## src/rtl/muldiv_unit_if.sv

```systemverilog
// Handshake and operand bundle between the issue logic and muldiv_unit.
interface muldiv_unit_if #(
    parameter int XLEN = 32
);
    logic            kill;
    logic            in_valid;
    logic            in_ready;
    logic [2:0]      funct3;
    logic [XLEN-1:0] rs1_val;
    logic [XLEN-1:0] rs2_val;
    logic [4:0]      rd_in;
    logic            out_valid;
    logic            out_ready;
    logic [XLEN-1:0] result;
    logic [4:0]      rd_out;
    logic            busy;

    modport master (
        output kill, in_valid, funct3, rs1_val, rs2_val, rd_in, out_ready,
        input  in_ready, out_valid, result, rd_out, busy
    );

    modport slave (
        input  kill, in_valid, funct3, rs1_val, rs2_val, rd_in, out_ready,
        output in_ready, out_valid, result, rd_out, busy
    );
endinterface

```

## src/rtl/muldiv_unit.sv

```systemverilog
// Iterative RV32M multiply/divide unit: radix-2 shift-add multiply and
// restoring divide on operand magnitudes, sign fixed up in a final cycle.
module muldiv_unit #(
    parameter int XLEN = 32
) (
    input logic         clk,
    input logic         rst_n,
    muldiv_unit_if.slave bus
);
    localparam int CW = $clog2(XLEN);
    localparam logic [1:0] IDLE = 2'd0;
    localparam logic [1:0] CALC = 2'd1;
    localparam logic [1:0] FIX  = 2'd2;
    localparam logic [1:0] DONE = 2'd3;
    localparam logic [XLEN-1:0] MINV = {1'b1, {(XLEN-1){1'b0}}};

    logic [1:0]      state;
    logic [CW-1:0]   cnt;
    logic [XLEN-1:0] acc_hi;   // product high half / partial remainder
    logic [XLEN-1:0] acc_lo;   // multiplier (shifts out) / dividend -> quotient
    logic [XLEN-1:0] opnd;     // multiplicand or divisor magnitude
    logic [XLEN-1:0] res_q;
    logic [2:0]      op;
    logic [4:0]      rd_q;
    logic            neg_main; // negate product or quotient
    logic            neg_rem;  // negate remainder (dividend sign)

    logic            accept;
    logic            sgn1, sgn2, neg1, neg2;
    logic [XLEN-1:0] mag1, mag2;
    logic            is_div, div_zero, div_ovf;
    logic [XLEN-1:0] spec_res;
    logic [XLEN:0]   mul_sum;
    logic [XLEN:0]   div_shift, div_trial;
    logic [2*XLEN-1:0] prod, prod_s;
    logic [XLEN-1:0] quo_s, rem_s, fix_res;

    assign bus.in_ready  = (state == IDLE) && !bus.kill;
    assign bus.out_valid = (state == DONE);
    assign bus.busy      = (state != IDLE);
    assign bus.result    = res_q;
    assign bus.rd_out    = rd_q;
    assign accept        = bus.in_valid && bus.in_ready;

    // Decode operand signedness and magnitudes, and detect the one-cycle divide cases.
    always_comb begin
        sgn1 = 1'b0;
        sgn2 = 1'b0;
        case (bus.funct3)
            3'b001, 3'b100, 3'b110: begin sgn1 = 1'b1; sgn2 = 1'b1; end
            3'b010:                 begin sgn1 = 1'b1; sgn2 = 1'b0; end
            default:                begin sgn1 = 1'b0; sgn2 = 1'b0; end
        endcase
        neg1     = sgn1 && bus.rs1_val[XLEN-1];
        neg2     = sgn2 && bus.rs2_val[XLEN-1];
        mag1     = neg1 ? -bus.rs1_val : bus.rs1_val;
        mag2     = neg2 ? -bus.rs2_val : bus.rs2_val;
        is_div   = bus.funct3[2];
        div_zero = is_div && (bus.rs2_val == '0);
        div_ovf  = is_div && !bus.funct3[0] && (bus.rs1_val == MINV) && (bus.rs2_val == '1);
        if (div_zero)
            spec_res = bus.funct3[1] ? bus.rs1_val : '1;
        else
            spec_res = bus.funct3[1] ? '0 : MINV;
    end

    // One radix-2 step for both multiply and restoring divide.
    always_comb begin
        mul_sum   = {1'b0, acc_hi} + (acc_lo[0] ? {1'b0, opnd} : '0);
        div_shift = {acc_hi, acc_lo[XLEN-1]};
        div_trial = div_shift - {1'b0, opnd};
    end

    // Sign correction and result selection for the FIX cycle.
    always_comb begin
        prod   = {acc_hi, acc_lo};
        prod_s = neg_main ? -prod : prod;
        quo_s  = neg_main ? -acc_lo : acc_lo;
        rem_s  = neg_rem ? -acc_hi : acc_hi;
        case (op)
            3'b000:                 fix_res = prod_s[XLEN-1:0];
            3'b001, 3'b010, 3'b011: fix_res = prod_s[2*XLEN-1:XLEN];
            3'b100, 3'b101:         fix_res = quo_s;
            default:                fix_res = rem_s;
        endcase
    end

    // Sequencer and datapath registers; kill drops any non-idle operation.
    always_ff @(posedge clk or negedge rst_n) begin
        if (!rst_n) begin
            state    <= IDLE;
            cnt      <= '0;
            acc_hi   <= '0;
            acc_lo   <= '0;
            opnd     <= '0;
            res_q    <= '0;
            op       <= '0;
            rd_q     <= '0;
            neg_main <= 1'b0;
            neg_rem  <= 1'b0;
        end else if (bus.kill && (state != IDLE)) begin
            state <= IDLE;
        end else begin
            case (state)
                IDLE: begin
                    if (accept) begin
                        op       <= bus.funct3;
                        rd_q     <= bus.rd_in;
                        cnt      <= '0;
                        acc_hi   <= '0;
                        neg_main <= neg1 ^ neg2;
                        neg_rem  <= neg1;
                        if (is_div) begin
                            acc_lo <= mag1;
                            opnd   <= mag2;
                        end else begin
                            acc_lo <= mag2;
                            opnd   <= mag1;
                        end
                        if (div_zero || div_ovf) begin
                            res_q <= spec_res;
                            state <= DONE;
                        end else begin
                            state <= CALC;
                        end
                    end
                end
                CALC: begin
                    if (op[2]) begin
                        acc_hi <= div_trial[XLEN] ? div_shift[XLEN-1:0] : div_trial[XLEN-1:0];
                        acc_lo <= {acc_lo[XLEN-2:0], !div_trial[XLEN]};
                    end else begin
                        acc_hi <= mul_sum[XLEN:1];
                        acc_lo <= {mul_sum[0], acc_lo[XLEN-1:1]};
                    end
                    cnt <= cnt + 1'b1;
                    if (cnt == CW'(XLEN - 1))
                        state <= FIX;
                end
                FIX: begin
                    res_q <= fix_res;
                    state <= DONE;
                end
                default: begin
                    if (bus.out_ready)
                        state <= IDLE;
                end
            endcase
        end
    end
endmodule

```

## src/flat_wrapper.sv

```systemverilog
// flat-port wrapper written by rule: the top's interface ports become plain ports
module muldiv_unit_flat 
#(
    parameter int XLEN = 32
)
  (clk, rst_n, bus_kill, bus_in_valid, bus_funct3, bus_rs1_val, bus_rs2_val, bus_rd_in, bus_out_ready, bus_in_ready, bus_out_valid, bus_result, bus_rd_out, bus_busy);
  muldiv_unit_if #(.XLEN(XLEN)) bus_i ();
  input logic clk;
  input logic rst_n;
  input wire logic [$bits(bus_i.kill)-1:0] bus_kill;
  input wire logic [$bits(bus_i.in_valid)-1:0] bus_in_valid;
  input wire logic [$bits(bus_i.funct3)-1:0] bus_funct3;
  input wire logic [$bits(bus_i.rs1_val)-1:0] bus_rs1_val;
  input wire logic [$bits(bus_i.rs2_val)-1:0] bus_rs2_val;
  input wire logic [$bits(bus_i.rd_in)-1:0] bus_rd_in;
  input wire logic [$bits(bus_i.out_ready)-1:0] bus_out_ready;
  output wire logic [$bits(bus_i.in_ready)-1:0] bus_in_ready;
  output wire logic [$bits(bus_i.out_valid)-1:0] bus_out_valid;
  output wire logic [$bits(bus_i.result)-1:0] bus_result;
  output wire logic [$bits(bus_i.rd_out)-1:0] bus_rd_out;
  output wire logic [$bits(bus_i.busy)-1:0] bus_busy;
  assign bus_i.kill = bus_kill;
  assign bus_i.in_valid = bus_in_valid;
  assign bus_i.funct3 = bus_funct3;
  assign bus_i.rs1_val = bus_rs1_val;
  assign bus_i.rs2_val = bus_rs2_val;
  assign bus_i.rd_in = bus_rd_in;
  assign bus_i.out_ready = bus_out_ready;
  assign bus_in_ready = bus_i.in_ready;
  assign bus_out_valid = bus_i.out_valid;
  assign bus_result = bus_i.result;
  assign bus_rd_out = bus_i.rd_out;
  assign bus_busy = bus_i.busy;
  muldiv_unit #(.XLEN(XLEN)) u_core (.clk(clk), .rst_n(rst_n), .bus(bus_i));
endmodule
```

## config.mk

```make
export PLATFORM = sky130hd
export DESIGN_NAME = muldiv_unit_flat
export DESIGN_NICKNAME = d
export VERILOG_FILES = /design/src/rtl/muldiv_unit_if.sv /design/src/rtl/muldiv_unit.sv /design/src/flat_wrapper.sv
export SDC_FILE = /design/constraint.sdc
export NUM_CORES = 1
export LEC_CHECK = 0
export CORE_ASPECT_RATIO = 0.5
export CORE_MARGIN = 5
export CORE_UTILIZATION = 55
export DETAILED_ROUTE_END_ITERATION = 6
export GPL_TIMING_DRIVEN = 0
export PLACE_DENSITY = 0.77
export SLEW_MARGIN = 20
export SYNTH_ARGS = -nofsm -noshare
export SYNTH_HDL_FRONTEND = slang
export SYNTH_SLANG_ARGS = --single-unit
```

## constraint.sdc

```tcl
create_clock -name clk -period 3.18 [get_ports clk]
set_input_delay 0.636 -clock clk [delete_from_list [all_inputs] [get_ports clk]]
set_output_delay 0.636 -clock clk [all_outputs]
set_load 0.01 [all_outputs]
```

-- Yosys cells after proc, flatten, opt, wreduce, memory -nomap -nowiden
Cells that the tools add are included.
W data, S select, Z words.
- add/sub/neg operators: 8
- mux-type cells: 32
- bitwise logic cells: 2
- reduce and logical (&&, ||, !) cells: 28
- equality and inequality tests: 19
- operators with widths (operator ; count):
    $mux W32 ; 17
    $pmux W32 S2 ; 3
    $neg A32 Y32 ; 4
    $pmux W32 S3 ; 1
    $eq A32 B32 Y1 const B ; 2
    $mux W64 ; 1
    $neg A64 Y64 ; 1
    $add A32 B33 Y33 ; 1
    $sub A33 B32 Y33 ; 1
    $logic_not A32 Y1 ; 1
    $eq A3 B3 Y1 const B ; 4
    $mux W2 ; 5
    $pmux W5 S2 ; 1
    $eq A3 B2 Y1 const B ; 3
    $logic_and A1 B1 Y1 ; 9
    $reduce_and A3 Y1 ; 3
    $eq A3 B1 Y1 const B ; 2
    $pmux W2 S3 ; 1
    $reduce_bool A2 Y1 ; 3
    $reduce_or A3 Y1 ; 2
    $add A5 B1 Y5 const B ; 1
    $eq A5 B5 Y1 const B ; 1
    $mux W5 ; 1
    $reduce_bool A5 Y1 ; 1
    other kinds (16) ; 20
- bits of input ports: 77
- logic and storage cells: 99
- output and inout bits: 40
- flip-flop bits (word level): 145

-- Longest topological paths before layout
Gate-level depths: netlist of run 1.
- depth after elaboration: 9
- depth in mapped cells: 15
- gate-level depth less buffers: 14

-- Least setup slack after synthesis of run 1
No wires, ideal clock.
- kind: reg2reg
- start: register u_core.acc_lo[0]
- end: register u_core.acc_hi[31]
- library setup time: 0.087 ns
- setup slack: -0.198 ns
- data arrival time: 3.291 ns
- data required time: 3.093 ns
- path buffers: 2
- stages on the path, launching flop included: 16
- cells stage by stage: dfrtp_1 > inv_1 > clkbuf_1 > nor2_1 > ha_1 > clkbuf_1 > nand2_1 > a2111oi_0 > o31a_1 > o21ai_0 > a21oi_1 > a211oi_1 > o21ai_0 > a2111oi_0 > or3_1 > a22oi_1
- cells in the longest elaborated chain, start to end: 4
- RTL lines (element ; line ; text):
    from (decl) ; muldiv_unit.sv:20 ; logic [XLEN-1:0] acc_lo;
    from (signal assigned) ; muldiv_unit.sv:114 ; acc_lo <= mag1;
    from (signal assigned) ; muldiv_unit.sv:117 ; acc_lo <= mag2;
    from (signal assigned) ; muldiv_unit.sv:131 ; acc_lo <= {acc_lo[XLEN-2:0], !div_trial[XLEN]};
    $mux W32 ; muldiv_unit.sv:69 ; mul_sum = {1'b0, acc_hi} + (acc_lo[0] ? {1'b0, opnd} : '0);
    $add A32 B33 Y33 ; muldiv_unit.sv:69 ;
    $mux W32 ; muldiv_unit.sv:129 ; if (op[2]) begin
    $pmux W32 S2 ; muldiv_unit.sv:104 ; case (state)
    to (signal assigned) ; muldiv_unit.sv:130 ; acc_hi <= div_trial[XLEN] ? div_shift[XLEN-1:0] : div_trial[XLEN-1:0];
    to (signal assigned) ; muldiv_unit.sv:133 ; acc_hi <= mul_sum[XLEN:1];
    to (decl) ; muldiv_unit.sv:19 ; logic [XLEN-1:0] acc_hi;
Every way passes these cells.
A chain may end at the register's enable or synchronous reset.

-- Final worst setup path of run 1
- start: register u_core.acc_lo[22]
- end: register u_core.res_q[22], in the netlist u_core.bus.result[22]
- cells in the longest elaborated chain, start to end: 4
- elaborated cells on any way between the ends: 6
- classes of those cells: 2 x add/sub; 4 x mux
- RTL lines (element ; line ; text):
    $neg A64 Y64 / $neg A32 Y32 (equally long branches) ; muldiv_unit.sv:77, muldiv_unit.sv:78 ;
    $mux W64 / $mux W32 (equally long branches) ; muldiv_unit.sv:77, muldiv_unit.sv:78 ;
    $pmux W32 S3 (*) ; muldiv_unit.sv:80 ; case (op)
    $pmux W32 S2 (*) ; muldiv_unit.sv:104 ;
    to (signal assigned) ; muldiv_unit.sv:121 ; res_q <= spec_res;
    to (signal assigned) ; muldiv_unit.sv:141 ; res_q <= fix_res;
    to (decl) ; muldiv_unit.sv:22 ; logic [XLEN-1:0] res_q;
Mark *: on every way between the ends. The rest lies on a longest branch, timed or not.

==> metrics.txt, run 1 <==
run status=finished with violations; failing checks=DRC, setup timing; cell mode on critical path=or4_4; met3 WL=9000 um; FFs w/ async S/R, synth=100%; Distinct cells, synth=77; Design Area, Final=0.0191 sq mm; I/O Buffers=114; DR iter-0 viols=2388; CP Buf/Inv Count=0; wire length per cell=24.1 um; critical path required time=3.45 ns; most common cell after layout, fill and taps aside=nand2_1; Worst VDD drop=0.000610 V; Post-Synthesis Cells=1960; clock root buffer=clkbuf_16; CTS Buf Count=17; Mapped Area=0.0148 sq mm; crit path time final=3.86 ns; hold_buf cts=0; All-Layer GR Usage=38.3%; core area=0.0264 sq mm; met2 wire len=25000 um; dpl hpwl=44900 um; vias in the first global route=15600; starting density of the core=55.9%; max incr delay on CP=0.86 ns; post-route worst setup slack=-0.675 ns; Least-Margin Pin Slew=1.10 ns; register area share after synthesis=24.6%; Final Hold Vio Count=0; crit path cell chain=or4_4 > or4_4 > or3_4 > nor2_4 > nand3_4 > o21ai_1 > xnor2_1 > a222oi_1 > o221ai_1; final setup TNS=-10.35 ns; Relative slew margins=26.7%; TritonCTS Sinks=145; max_cap viols=0; gr ovfl total=0; Vias=16800; Max Clock Skew=0.00812 ns; RR Endpoint=u_core.bus.result[22]; RSZ-0062 raised after global routing=yes; Crit Path Max Fanout=5; total die area=0.0304 sq mm; EDFF count, synth=0; area grow syn2layout=29.0%; Clk Latency, worst-skew pair=0.46 ns; Syn Nets=2114; Antenna diodes=0; clk buf depth=2; top_reg_cell synth=dfrtp_1; DR top layer=met5; initial antenna violation count=6; hold slack=0.152 ns; Via density=6.62; RR Startpoint=u_core.acc_lo[22]; Die Width=242 um; Max Fclk=259 MHz; path depth of the worst reg2reg path=9; Crit path arrival time=4.13 ns; Final nets=2334; H-Tree Depth=4; total number of yosys warnings=0; CTS tree=done; Finished Core Util=72.1%; setup slack, reg-to-reg=-0.68 ns; Row Count=42; Synth Area per Inst=7.54 sq um; power density over cell area=1080 mW/mm^2; Post-DRT Antenna Nets=0; critical path class=register to register; top cell family by delay on the critical path=simple AND/OR/NAND/NOR gates; startpoint types=register; Placed Instances=2427; placed inst area=0.0164 sq mm; # setup viols final=33; Non-Filler Instances=2543; commonest non-fill, non-tap cells in the layout=nand2_1 (202), o21ai_0 (178), nor2_1 (171), a21oi_1 (159), dfrtp_1 (131); Worst-path clk slew=0.06 ns; met1 wire length=25200 um; gpl congestion=1.01; synthesis-stage register bit count=145; largest net degree at the start of global routing=83; Remaining DRCs=3; final wirelength=61300 um; Slew Viols, Final=0; die height=126 um; layout cell share with drive strength beyond 1=18.9%; leakage power=7.86 nW; Hold Path Class=primary input to asynchronous set/reset pin; Tcrit/Tclk final=121%; first-pass GRT wire length=91400 um; First-pass DRT Iterations=7; CP endpoint kind=register; crit path max-delay cell type=a222oi_1; num ports=117
[through the flow]
stage          setup WS, ns  power, W
6_report             -0.675    0.0205
5_1_grt              -0.659    0.0216
4_1_cts              -0.425    0.0189
3_5_place_dp          -1.66    0.0155
3_3_place_gp          -4.71    0.0155
2_1_floorplan       -0.0119    0.0117
[sequential cells by signal, summed over array words and instances, names as in the netlist]
name / count
u_core.opnd: 32
u_core.neg_rem: 1
u_core.op: 3
u_core.bus.rd_out: 5
u_core.cnt: 5
u_core.neg_main: 1
u_core.state: 2
u_core.acc_hi: 32
u_core.acc_lo: 32
u_core.bus.result: 32
[layer usage]
| layer | global-route usage [%] | vias up |
|---|---|---|
| met3 | 12.8 | 184 |
| met5 | 0 | - |
| met4 | 13.1 | 8 |
| li1 | - | 7511 |
| met2 | 55.5 | 1220 |
| met1 | 54.0 | 7912 |
[power breakdown]
part / total (W) / internal (W) / switching, W
Combinational: 0.0148 / 0.00602 / 0.00882
Clock: 0.00205 / 0.00122 / 0.000827
Sequential: 0.00361 / 0.00265 / 0.000961
[worst max-delay path by stage]
stage	startpoint	slack, ns	cells after the start	end
2_1_floorplan	u_core.acc_hi[0]	-0.01	12	u_core.bus.result[28]
3_3_place_gp	rst_n	-4.71	1	u_core.acc_hi[19]
3_5_place_dp	bus_rs2_val[0]	-1.66	12	u_core.bus.result[22]
4_1_cts	u_core.acc_lo[13]	-0.42	10	u_core.bus.result[3]
5_1_grt	u_core.acc_lo[22]	-0.66	9	u_core.bus.result[22]
6_report	u_core.acc_lo[22]	-0.68	9	u_core.bus.result[22]
[kinds of logic (layout without fill, tap and decap cells)]
group / count (synthesis) / in the layout / share of synthesized area, %
compound gates: 695 / 695 / 29.3
simple gates: 592 / 594 / 18.6
buf+inv: 199 / 428 / 5.13
xor+xnor: 198 / 198 / 11.7
flops: 145 / 145 / 24.6
fa+ha+maj: 77 / 77 / 6.62
mux: 54 / 54 / 3.99
[final cells by class]
class / instances / area [sq um]
well taps: 352 / 440
flip-flops and latches: 145 / 3650
repair buffers: 211 / 1930
clock buffers: 24 / 492
clock inverters: 6 / 80.1
inverters: 67 / 259
fillers: 2088 / 7380
multi-input cells: 1618 / 11600
plain buffers: 120 / 642
[synth_stat cells (all sizes together), types with 6 or more instances]
cell type / number / share of area (%)
a211oi: 31 / 1.6
o31ai: 29 / 1.5
or2: 12 / 0.53
nand2: 206 / 5.2
a21o: 38 / 1.9
xor2: 76 / 4.5
a222oi: 14 / 0.95
xnor2: 122 / 7.2
dfrtp: 145 / 25
a31oi: 11 / 0.47
a21oi: 186 / 6.3
clkbuf: 122 / 3.1
nor2b: 13 / 0.55
nor2: 179 / 4.5
nor4: 16 / 0.76
o21ai: 230 / 7.8
or4: 11 / 0.61
buf: 10 / 0.33
o31a: 6 / 0.36
o221ai: 15 / 0.89
nand2b: 27 / 1.1
nor3: 31 / 1.1
and2: 11 / 0.47
nand3: 22 / 0.75
o21bai: 9 / 0.46
o22ai: 14 / 0.59
nand4: 15 / 0.64
a22oi: 27 / 1.4
and3: 11 / 0.47
or3: 21 / 0.89
inv: 66 / 1.7
o41ai: 10 / 0.82
mux2: 39 / 3.0
ha: 75 / 6.4
o21a: 15 / 0.76
mux2i: 15 / 1.0
o211ai: 8 / 0.41
[repair_timing]
action,4_1_cts,5_1_grt
resized for setup,224,164
cloned,3,1
endpoints found under the setup margin,108,110
pin swaps,84,90
buffers inserted,64,33
No activity file was read; power rests on OpenSTA's default activity.
==> run 2: changes to the inputs <==
--- a/config.mk
+++ b/config.mk
@@ -7,10 +7,9 @@
 export LEC_CHECK = 0
 export CORE_ASPECT_RATIO = 0.5
 export CORE_MARGIN = 5
-export CORE_UTILIZATION = 55
+export CORE_UTILIZATION = 61
 export DETAILED_ROUTE_END_ITERATION = 6
-export GPL_TIMING_DRIVEN = 0
-export PLACE_DENSITY = 0.77
+export PLACE_DENSITY = 0.81
 export SLEW_MARGIN = 20
 export SYNTH_ARGS = -nofsm -noshare
 export SYNTH_HDL_FRONTEND = slang
==> constraint.sdc (replaced) <==
create_clock -name clk -period 4.4 [get_ports clk]
set_input_delay 0.88 -clock clk [delete_from_list [all_inputs] [get_ports clk]]
set_output_delay 0.88 -clock clk [all_outputs]
set_load 0.01 [all_outputs]
==> metrics.txt, run 2 (same netlist as run 1, synthesis figures left out) <==
run status=complete, no violations; clk buf depth=2; Finished Core Util=70.6%; top cell family by delay on the critical path=compound AO/OA/AOI/OAI gates; max_cap viols=0; path depth of the worst reg2reg path=13; dpl hpwl=38200 um; die height=120 um; num ports=117; I/O Buffers=116; H-Tree Depth=4; Final nets=2168; gr ovfl total=0; vias in the first global route=13900; gpl congestion=1.02; Slew Viols, Final=0; Crit path arrival time=4.42 ns; Min-Delay Path Depth=2; switching part of the total power=50.6%; core area=0.0239 sq mm; Worst VDD drop=0.000383 V; first-pass GRT wire length=79300 um; Post-DRT Antenna Nets=0; hold_buf cts=0; Worst-path clk slew=0.06 ns; Total Power=0.0130 W; sw power=0.00660 W; Crit Path Max Fanout=14; RSZ-0062 raised after global routing=no; total die area=0.0276 sq mm; Via density=6.68; critical path class=register to register; part of the power in registers=20.9%; Least-Margin Pin Slew=1.11 ns; CP Buf/Inv Count=1; startpoint types=register; starting density of the core=61.7%; Antenna diodes=0; Hold Path Class=register to register; wire length per cell=21.5 um; critical path required time=4.76 ns; First-pass DRT Iterations=7; DR iter-0 viols=2504; crit path cell chain=inv_1 > nor2_1 > ha_1 > nand4_1 > a2111oi_0 > o31a_1 > o21ai_0 > a21oi_1 > a211oi_1 > o21ai_0 > a2111oi_0 > or3_1 > a22oi_1; Max Fclk=247 MHz; Row Count=40; Max Clock Skew=0.0118 ns; max incr delay on CP=0.45 ns; logic gate share of total power=66.7%; most common cell after layout, fill and taps aside=o21ai_0; Placed Instances=2310; Gates resized, CTS repair=0; Non-Filler Instances=2342; Die Width=230 um; Design Area, Final=0.0169 sq mm; layout cell share with drive strength beyond 1=7.55%; largest net degree at the start of global routing=104; clock root buffer=clkbuf_16; CTS Buf Count=17; final wirelength=50400 um; Vias=15600; final setup TNS=0 ns; Remaining DRCs=0; CTS tree=done; area grow syn2layout=14.4%; crit path time final=4.06 ns; CP endpoint kind=register; internal power=0.00644 W; initial antenna violation count=1; placed inst area=0.0162 sq mm; Relative slew margins=26.1%; TritonCTS Sinks=145; Setup Fix Bufs, Post-CTS=0; crit path max-delay cell type=a2111oi_0; Clk Latency, worst-skew pair=0.45 ns; leakage power=7.08 nW; Tcrit/Tclk final=92.2%; # setup viols final=0; power density over cell area=772 mW/mm^2; All-Layer GR Usage=36.0%; Levels on crit path=13; clock network power share=12.4%; commonest non-fill, non-tap cells in the layout=o21ai_0 (225), nand2_1 (205), a21oi_1 (186), nor2_1 (179), dfrtp_1 (144); Final Hold Vio Count=0
## run 2: cell types whose count changed in the layout (fill, tap and decap cells not counted), moves of 20 or more
cell	before	now
o21ai_2	24	0
buf_4	85	49
a21oi_2	24	0
o21ai_1	25	5
a21oi_1	159	186
o21ai_0	178	225
clkbuf_1	88	0
## run 2: metal layers
| metal | vias to the layer above | part of all wire (%) | global-route usage, % |
|---|---|---|---|
| met2 | 985 | 39 | 48.7 |
| met4 | 0 | 1.5 | 6.90 |
| met3 | 75 | 15 | 11.9 |
| li1 | 7200 | - | - |
| met1 | 7382 | 45 | 55.4 |
| met5 | - | 0 | 0 |
## run 2: tightest hold or removal path, delay by kind of cell, from the launching register on
| kind | cells | cell delay [ns] |
|---|---|---|
| simple gates | 1 | 0.05 |
| flops | 1 | 0.34 |
| compound gates | 1 | 0.06 |
## run 2: power by group through the flow
stage,sequential [W],clock [W],combinational [W]
floorplan,0.00242,0,0.00603
global placement,0.00266,0,0.00823
detailed placement,0.00268,0,0.00835
CTS,0.00267,0.00162,0.00844
global route,0.00279,0.00168,0.00945
finish,0.00272,0.00162,0.00870
## run 2: path summary, 6_finish.rpt
| check | startpoint | to | slack (ns) |
|---|---|---|---|
| max in group asynchronous | rst_n | u_core.bus.result[28] | 2.91 |
| worst min-delay path | u_core.opnd[16] | u_core.opnd[16] | 0.48 |
| min in group asynchronous | rst_n | u_core.bus.result[2] | 0.51 |
| worst max-delay path | u_core.acc_lo[0] | u_core.acc_hi[31] | 0.34 |
| worst max register to register | u_core.acc_lo[0] | u_core.acc_hi[31] | 0.34 |
| worst min register to register | u_core.opnd[16] | u_core.opnd[16] | 0.48 |
## run 2: area by class of cell
class	instances	area (sq um)
clock buffers	20	467
repair buffers	167	1570
multi-input cells	1616	10400
fillers	1964	7030
flip-flops and latches	145	3630
inverters	67	251
clock inverters	12	180
well taps	315	394
## run 2: stage by stage
step | hold WS [ns] | setup WS (ns)
2_1_floorplan | 0.439 | 0.782
3_3_place_gp | 0.451 | 0.291
3_5_place_dp | 0.462 | 0.155
4_1_cts | 0.485 | 0.429
5_1_grt | 0.508 | 0.0900
6_report | 0.482 | 0.344
